--- src/rtl/mult_pkg.sv ---
// Shared types, defaults and parity helper for the parity-protected multiplier.
// Latency: n/a (package only).
// Backpressure: n/a (package only).
package mult_pkg;

  localparam int DEF_WIDTH     = 16;
  localparam int DEF_LATENCY   = 2;
  localparam int DEF_ERR_CNT_W = 16;

  // calc_parity works on a fixed-width vector; narrower values are zero-extended,
  // which leaves their XOR unchanged. Supports products up to 128 bits (WIDTH <= 64).
  localparam int PAR_VEC_W = 128;

  // Operand packet of the 16-bit configuration.
  typedef struct packed {
    logic [15:0] a;
    logic        a_parity;
    logic [15:0] b;
    logic        b_parity;
  } t_data_packet;

  // Result vector of the 16-bit configuration.
  typedef struct packed {
    logic [31:0] mult_res;
    logic        par_error;
    logic        result_par;
  } t_s_output_vect;

  // Even parity is the XOR of the data bits; odd parity is its inverse.
  function automatic logic calc_parity(input logic [PAR_VEC_W-1:0] value, input logic odd);
    return (^value) ^ odd;
  endfunction

endpackage

--- src/rtl/mult_pipe_reg.sv ---
// One pipeline stage: valid bit plus generic payload, loaded when en is high.
// Latency: 1 cycle when enabled.
// Backpressure: en low freezes both valid and payload (global stall).
//
// Ports:
//   clk, rst         clock, synchronous active-high reset (clears the valid bit only)
//   en               stage advance
//   d_valid, d_data  incoming stage contents
//   q_valid, q_data  registered stage contents
module mult_pipe_reg #(
  parameter int W = 8
) (
  input  logic         clk,
  input  logic         rst,
  input  logic         en,
  input  logic         d_valid,
  input  logic [W-1:0] d_data,
  output logic         q_valid,
  output logic [W-1:0] q_data
);

  always_ff @(posedge clk) begin
    if (rst) begin
      q_valid <= 1'b0;
    end else if (en) begin
      q_valid <= d_valid;
    end
  end

  // Payload is qualified by q_valid, so it carries no reset.
  always_ff @(posedge clk) begin
    if (en) begin
      q_data <= d_data;
    end
  end

endmodule

--- src/rtl/mult_par_pipe.sv ---
// Pipelined signed multiplier with operand parity check and saturating error counter.
// Latency: LATENCY cycles from accept to out_valid, plus one per stall cycle.
// Backpressure: whole pipe stalls when out_valid && !out_ready; in_ready follows.
//
// Ports:
//   clk, rst                   clock, synchronous active-high reset
//   in_valid/in_ready          operand handshake
//   arg_a/arg_a_parity         operand A and its parity bit
//   arg_b/arg_b_parity         operand B and its parity bit
//   out_valid/out_ready        result handshake
//   mult_res                   signed product, 0 on parity error
//   par_error                  operand parity error flag
//   result_par                 parity of mult_res
//   err_cnt/clr_err            saturating count of bad accepted packets, sync clear
module mult_par_pipe
  import mult_pkg::*;
#(
  parameter int WIDTH      = DEF_WIDTH,
  parameter int LATENCY    = DEF_LATENCY,
  parameter int PARITY_ODD = 0,
  parameter int ERR_CNT_W  = DEF_ERR_CNT_W
) (
  input  logic                   clk,
  input  logic                   rst,
  input  logic                   in_valid,
  output logic                   in_ready,
  input  logic [WIDTH-1:0]       arg_a,
  input  logic                   arg_a_parity,
  input  logic [WIDTH-1:0]       arg_b,
  input  logic                   arg_b_parity,
  output logic                   out_valid,
  input  logic                   out_ready,
  output logic [2*WIDTH-1:0]     mult_res,
  output logic                   par_error,
  output logic                   result_par,
  output logic [ERR_CNT_W-1:0]   err_cnt,
  input  logic                   clr_err
);

  localparam int   RES_W = 2 * WIDTH;
  localparam int   PAY_W = RES_W + 2;
  localparam logic ODD   = (PARITY_ODD != 0);

  logic adv;
  logic accept;

  assign adv      = !out_valid || out_ready;
  assign in_ready = adv;
  assign accept   = in_valid && adv;

  // Stage-1 logic: parity check, product, result parity.
  logic [PAR_VEC_W-1:0]    a_vec;
  logic [PAR_VEC_W-1:0]    b_vec;
  logic [PAR_VEC_W-1:0]    res_vec;
  logic signed [RES_W-1:0] a_ext;
  logic signed [RES_W-1:0] b_ext;
  logic signed [RES_W-1:0] prod;
  logic [RES_W-1:0]        res_s1;
  logic                    err_s1;
  logic                    rpar_s1;

  // Sign-extending to 2*WIDTH first makes the truncated product exact,
  // including (-2^(WIDTH-1))^2.
  assign a_ext = {{WIDTH{arg_a[WIDTH-1]}}, arg_a};
  assign b_ext = {{WIDTH{arg_b[WIDTH-1]}}, arg_b};
  assign prod  = a_ext * b_ext;

  always_comb begin
    a_vec              = '0;
    b_vec              = '0;
    a_vec[WIDTH-1:0]   = arg_a;
    b_vec[WIDTH-1:0]   = arg_b;
    err_s1 = (arg_a_parity != calc_parity(a_vec, ODD)) ||
             (arg_b_parity != calc_parity(b_vec, ODD));
    res_s1             = err_s1 ? '0 : prod;
    res_vec            = '0;
    res_vec[RES_W-1:0] = res_s1;
    // A zeroed result naturally yields parity == ODD.
    rpar_s1            = calc_parity(res_vec, ODD);
  end

  // Stage chain: index 0 is the combinational input, LATENCY is the output stage.
  logic [LATENCY:0]            stg_vld;
  logic [LATENCY:0][PAY_W-1:0] stg_dat;

  assign stg_vld[0] = in_valid;
  assign stg_dat[0] = {err_s1, rpar_s1, res_s1};

  for (genvar i = 0; i < LATENCY; i++) begin : g_stage
    mult_pipe_reg #(.W(PAY_W)) u_stage (
      .clk     (clk),
      .rst     (rst),
      .en      (adv),
      .d_valid (stg_vld[i]),
      .d_data  (stg_dat[i]),
      .q_valid (stg_vld[i+1]),
      .q_data  (stg_dat[i+1])
    );
  end

  // Output data is masked by valid so the reset-state outputs are defined
  // without resetting the payload registers.
  logic [PAY_W-1:0] last;
  assign last       = stg_dat[LATENCY];
  assign out_valid  = stg_vld[LATENCY];
  assign mult_res   = out_valid ? last[RES_W-1:0] : '0;
  assign par_error  = out_valid && last[PAY_W-1];
  assign result_par = out_valid ? last[PAY_W-2] : ODD;

  // Counted at acceptance; clear wins over increment; saturates at all-ones.
  always_ff @(posedge clk) begin
    if (rst || clr_err) begin
      err_cnt <= '0;
    end else if (accept && err_s1 && (err_cnt != '1)) begin
      err_cnt <= err_cnt + 1'b1;
    end
  end

endmodule

--- config.mk ---
export PLATFORM = sky130hd
export DESIGN_NAME = mult_par_pipe
export DESIGN_NICKNAME = d
export VERILOG_FILES = /design/src/rtl/mult_pkg.sv /design/src/rtl/mult_pipe_reg.sv /design/src/rtl/mult_par_pipe.sv
export SDC_FILE = /design/constraint.sdc
export NUM_CORES = 1
export LEC_CHECK = 0
export ABC_AREA = 1
export BUFFER_PORTS_ARGS = -buffer_cell sky130_fd_sc_hd__buf_4
export CORE_MARGIN = 2
export CORE_UTILIZATION = 51
export DETAILED_ROUTE_END_ITERATION = 6
export GPL_TIMING_DRIVEN = 0
export PLACE_DENSITY = 0.8
export SETUP_SLACK_MARGIN = 0.3
export SYNTH_ARGS = -nofsm -noshare
export SYNTH_HDL_FRONTEND = slang
export SYNTH_SLANG_ARGS = --single-unit
--- constraint.sdc ---
create_clock -name clk -period 8.28 [get_ports clk]
set_input_delay 1.656 -clock clk [delete_from_list [all_inputs] [get_ports clk]]
set_output_delay 1.656 -clock clk [all_outputs]
set_load 0.005 [all_outputs]
# [Word level (Yosys, flattened, before mapping)]
# Index checks and enable logic that the tools add are counted.
# W data, S select, Z words.
[word_totals] latchBits=0 ramBits=0 input_bits=39 reg_bits=86 romBits=0 out_inout_bits=52 n_memories=0
[op_classes] reduce_logical=11 shift=0 eq_ne=3 mux=3 addsub=1 n_lt_le_gt_ge=0 n_bitwise=0 div=0 multipliers=1
[ops] operator="$reduce_xor A128 Y1" count=3
[ops] operator="$mux W32" count=2
[ops] operator="$mul A16 B16 Y32" count=1
[ops] operator="$add A16 B1 Y16 const B" count=1
[ops] operator="$ne A16 B16 Y1 const B" count=1
[ops] operator="$logic_and A1 B1 Y1" count=4
[ops] operator="$logic_or A1 B1 Y1" count=3
[ops] operator="$ne A1 B1 Y1" count=2
[ops] operator="$logic_not A1 Y1" count=1
[ops] operator="$mux W1" count=1

# [Longest topological paths before layout]
[depth] depth_word=5 ltp_mapped=40 ltp_nobuf=38

# [Modules after synthesis]
# Synthesis repeated with hierarchy kept, for this count alone.
[unflattened] cells_unflattened=2098 area_unflattened_um2=15841.4
[by_module_without_submodules] module="mult_par_pipe" seq_area_each_um2=320.3 area_per_inst_um2=13709.4 n_inst=1 cells_each=2016
[by_module_without_submodules] module="mult_pipe_reg" seq_area_each_um2=1041.0 area_per_inst_um2=1066.0 n_inst=2 cells_each=41

# [Least setup slack after synthesis]
# No wires, ideal clock.
[synth_timing] path_kind="input to register" startpoint="input arg_a[15]" endpoint="register g_stage[0].u_stage.q_data[32], data pin" path_buffers=2 setup_time_ns=0.253 path_slack_ns=0.805 arrival_ns=7.222 t_required_ns=8.027 path_stages=34 path_cell_list="buf_4 -> clkbuf_1 -> nand2_1 -> inv_1 -> fa_1 -> fa_1 -> inv_1 -> fa_1 -> fa_1 -> fa_1 -> fa_1 -> inv_1 -> ha_1 -> nand2_1 -> nor2_1 -> inv_1 -> nor3_1 -> nand2_1 -> nand3_1 -> nand2_1 -> nand2_1 -> inv_1 -> nand2_1 -> nand2_1 -> nand2_1 -> inv_1 -> nand2_1 -> nand2_1 -> nand2_1 -> nand2_1 -> nand2_1 -> nand2_1 -> nand2_1 -> nand2_1"
[synth_between] elab_chain_cells=5
[synth_rtl] item="from (decl)" line_no="mult_par_pipe.sv:27" text="input logic [WIDTH-1:0] arg_a,"
[synth_rtl] item="branches (longest 3 deep; another with $mul A16 B16 Y32)"
[synth_rtl] item="$mux W32 *" line_no="mult_par_pipe.sv:75" text="res_s1 = err_s1 ? '0 : prod;"
[synth_rtl] item="$reduce_xor A128 Y1 *" line_no="mult_pkg.sv:31" text="return (^value) ^ odd;"
[synth_rtl] item="via g_stage[0].u_stage.d_data[32]" line_no="mult_pipe_reg.sv:17" text="input logic [W-1:0] d_data,"
[synth_rtl] item="to (signal assigned)" line_no="mult_pipe_reg.sv:33" text="q_data <= d_data;"
[synth_rtl] item="to (decl)" line_no="mult_pipe_reg.sv:19" text="output logic [W-1:0] q_data"
# Mark *: on every way through the listed nets, which the timed path passes.
# A chain may end at the register's enable or synchronous reset.

# [Worst setup path after layout]
[layout_timing] startpoint="input arg_a[11]" endpoint="register g_stage[0].u_stage.q_data[32], data pin"
# The elaborated chain is that of the path after synthesis.

==> impl_metrics.xml <==
<?xml version="1.0" encoding="UTF-8"?>
<metrics>
  <group name="cts">
    <metric name="cts_tree" unit="">done</metric>
    <metric name="cts_buffer_depth" unit="">2</metric>
    <metric name="cts_num_sinks" unit="">86</metric>
    <metric name="numCtsBuffers" unit="">9</metric>
    <metric name="htree_levels" unit="">3</metric>
    <metric name="clock_slew_at_the_register_clock_pins_of_the_worst_setup_and_hold_paths" unit="ps">60</metric>
    <metric name="root_buffer" unit="">clkbuf_16</metric>
    <metric name="holdBufCountCts" unit="">0</metric>
    <metric name="clk-insertion-delay-late" unit="ps">350</metric>
  </group>
  <group name="detailed_routing">
    <metric name="drt_drc_violations_left" unit="">0</metric>
    <metric name="vias" unit="">13200</metric>
    <metric name="routed_via_density" unit="">5.14</metric>
    <metric name="route.detailed.wl_per_inst" unit="um">15.8</metric>
    <metric name="drt_first_iter_violations" unit="">912</metric>
    <metric name="totalWireLength" unit="um">40300</metric>
    <metric name="antenna_violating_nets_post_route" unit="">0</metric>
    <metric name="number_of_search_and_repair_iterations_in_the_first_detailed_routing_pass" unit="">5</metric>
  </group>
  <group name="timing">
    <metric name="timing.clock.skew" unit="ps">6.64</metric>
    <metric name="final_min_period_over_clock_period" unit="%">92.4</metric>
    <metric name="setup_viol_count_final" unit="">0</metric>
    <metric name="worst_slew_margin_relative_to_its_limit" unit="%">49.2</metric>
    <metric name="rsz_0062_raised_after_global_routing" unit="">no</metric>
    <metric name="final_period_minus_worst_setup_slack" unit="ps">7650</metric>
    <metric name="max_slew.worst_pin.slew" unit="ps">762</metric>
    <metric name="slew_viol_final" unit="">0</metric>
    <metric name="timing_hold_violations_final" unit="">0</metric>
    <metric name="max_clock_freq" unit="MHz">131</metric>
  </group>
  <group name="logic_synthesis">
    <metric name="synthesis.instances" unit="">2079</metric>
    <metric name="synthesized_area" unit="um2">15800</metric>
    <metric name="synth_area_per_cell" unit="um2">7.60</metric>
    <metric name="synth.most_common_cell" unit="">nand2_1</metric>
    <metric name="netlist_top_cells_area" unit="">fa_1 (33%), nand2_1 (16%), edfxtp_1 (13%), inv_1 (12%), ha_1 (6.6%)</metric>
    <metric name="number_of_flops_mapped_to_enable_cells_by_yosys" unit="">68</metric>
    <metric name="yosysTopAreaCell" unit="">fa_1</metric>
    <metric name="count_of_different_cell_masters_after_synthesis" unit="">39</metric>
    <metric name="synth_top_flop_cell" unit="">edfxtp_1</metric>
    <metric name="synthesis.yosys.warnings" unit="">0</metric>
    <metric name="synthTopCellsByCount" unit="">nand2_1 (683), inv_1 (515), fa_1 (262)</metric>
    <metric name="register_area_share_after_synthesis" unit="%">15.2</metric>
    <metric name="synth_register_bits" unit="">86</metric>
    <metric name="asyncSetResetFlopFracSynth" unit="%">0</metric>
    <metric name="synth_top_area_share" unit="%">33.2</metric>
    <metric name="post_syn_nets" unit="">2463</metric>
  </group>
  <group name="die">
    <metric name="core.rowCount" unit="">64</metric>
    <metric name="die-height" unit="um">180</metric>
    <metric name="die-area" unit="um2">32400</metric>
    <metric name="floorplan.io_pins" unit="">91</metric>
    <metric name="core" unit="um2">30500</metric>
    <metric name="floorplan.initialDensity" unit="%">51.8</metric>
    <metric name="dieWidth" unit="um">180</metric>
  </group>
  <group name="setup_path">
    <metric name="worstPathMaxFanout" unit="">10</metric>
    <metric name="critical_path_buf_inv_count" unit="">6</metric>
    <metric name="worstPathArrival" unit="ps">7750</metric>
    <metric name="crit_path_max_incr_delay" unit="ps">580</metric>
    <metric name="critPathLaunchType" unit="">primary input</metric>
    <metric name="critical_path.most_common_cell" unit="">nand2_1</metric>
    <metric name="worst_path_dominant_cell_family" unit="">adder cells</metric>
    <metric name="crit_slowest_cell" unit="">fa_1</metric>
    <metric name="worst_setup_path_end_kind" unit="">flop</metric>
    <metric name="criticalPathCategory" unit="">primary input to flop</metric>
    <metric name="worst_path_required" unit="ps">8380</metric>
  </group>
  <group name="final_layout">
    <metric name="antenna-diode-count" unit="">0</metric>
    <metric name="layout-area-overhead-vs-synth" unit="%">10.9</metric>
    <metric name="stdcell_count" unit="">2559</metric>
    <metric name="finalNetCount" unit="">2542</metric>
    <metric name="layout-drive-gt1-share" unit="%">12.4</metric>
    <metric name="final_instance_area" unit="um2">17500</metric>
    <metric name="final_core_util" unit="%">57.4</metric>
    <metric name="num-fill-cells" unit="">2743</metric>
  </group>
  <group name="run">
    <metric name="cap_violations" unit="">0</metric>
  </group>
  <group name="grt">
    <metric name="antenna_violations_before_repair" unit="">0</metric>
    <metric name="grt_pass1_vias" unit="">13600</metric>
    <metric name="grt_start_max_net_pins" unit="">50</metric>
    <metric name="grt_overflow" unit="">0</metric>
    <metric name="aggregate_global_route_resource_usage" unit="%">25.8</metric>
    <metric name="wire_length_of_the_first_global_routing_pass" unit="um">66200</metric>
  </group>
  <group name="placed_design">
    <metric name="post_dp_cell_area" unit="um2">16800</metric>
    <metric name="io_buffers" unit="">62</metric>
    <metric name="detailedPlacementHpwl" unit="um">33900</metric>
    <metric name="routabilityCongestion" unit="">0.981</metric>
    <metric name="dp_cells" unit="">2538</metric>
  </group>
  <group name="min_path">
    <metric name="worst_hold_path_type" unit="">flop to flop</metric>
  </group>
  <group name="status">
    <metric name="outcome" unit="">completed</metric>
  </group>
</metrics>
[cell type report]
type | instances | area (um2) | area share [%]
Buffer | 80 | 582 | 3.32
Clock buffer | 12 | 258 | 1.47
Clock inverter | 4 | 51.3 | 0.293
Inverter | 531 | 2000 | 11.4
Multi-Input combinational cell | 1382 | 11200 | 63.9
Sequential cell | 86 | 2400 | 13.7
Tap cell | 396 | 495 | 2.83
Timing Repair Buffer | 68 | 536 | 3.06
[timing repair]
item | 4_1_cts | 5_1_grt
endpoints found under the hold margin | 0 | 0
gates resized for setup | 9 | 133
endpoints found under the setup margin | 1 | 1
pin swaps | 0 | 8
buffers inserted | 1 | 4
[layout by cell type, fill, tap and decap left out, types with 29 or more instances in the layout]
| master | instances |
|---|---|
| inv_1 | 511 |
| nand3_1 | 72 |
| buf_4 | 92 |
| ha_1 | 70 |
| fa_1 | 259 |
| nor2_1 | 60 |
| nand2_1 | 674 |
| a21oi_1 | 29 |
| nand4_1 | 50 |
| edfxtp_1 | 68 |
[sequential cells by signal (all words and copies together), names as in the netlist]
signal / count
g_stage.u_stage.q_valid: 2
err_cnt: 16
g_stage.u_stage.q_data: 68
[cells by family after synthesis]
kind of cell / count (synthesis) / synth area share (%)
buf+inv: 611 / 15.8
flops: 86 / 15.2
simple gates: 945 / 25.3
compound gates: 62 / 2.09
xor+xnor: 30 / 1.76
fa+ha+maj: 345 / 39.8
[final timing paths]
path,startpoint,end,slack (ps),cells past startpoint
min,g_stage[0].u_stage.q_data[9],g_stage[1].u_stage.q_data[9],420,0
max reg2reg,err_cnt[0],err_cnt[11],5890,12
max,arg_a[11],g_stage[0].u_stage.q_data[32],630,33
min reg2reg,g_stage[0].u_stage.q_data[9],g_stage[1].u_stage.q_data[9],420,0
[metrics by stage]
step	setup slack, ps	setup TNS (ps)	hold WS (ps)
2_1_floorplan	805	0	400
3_3_place_gp	-479	-479	402
3_5_place_dp	-465	-465	405
4_1_cts	300	0	416
5_1_grt	290	0	418
6_report	627	0	416
[per-layer routing]
metal / vias to the layer above / global-route usage, % / share of wire, % / wire length, um
li1: 6240 / - / - / -
met1: 6358 / 32.1 / 40 / 16200
met2: 453 / 45.0 / 49 / 19800
met3: 100 / 3.95 / 6.3 / 2520
met4: 0 / 10.5 / 4.4 / 1760
met5: - / 0 / 0 / 0
Power is not shown: default switching activity piles up to over one toggle a cycle in this logic, so the estimate is an artifact.
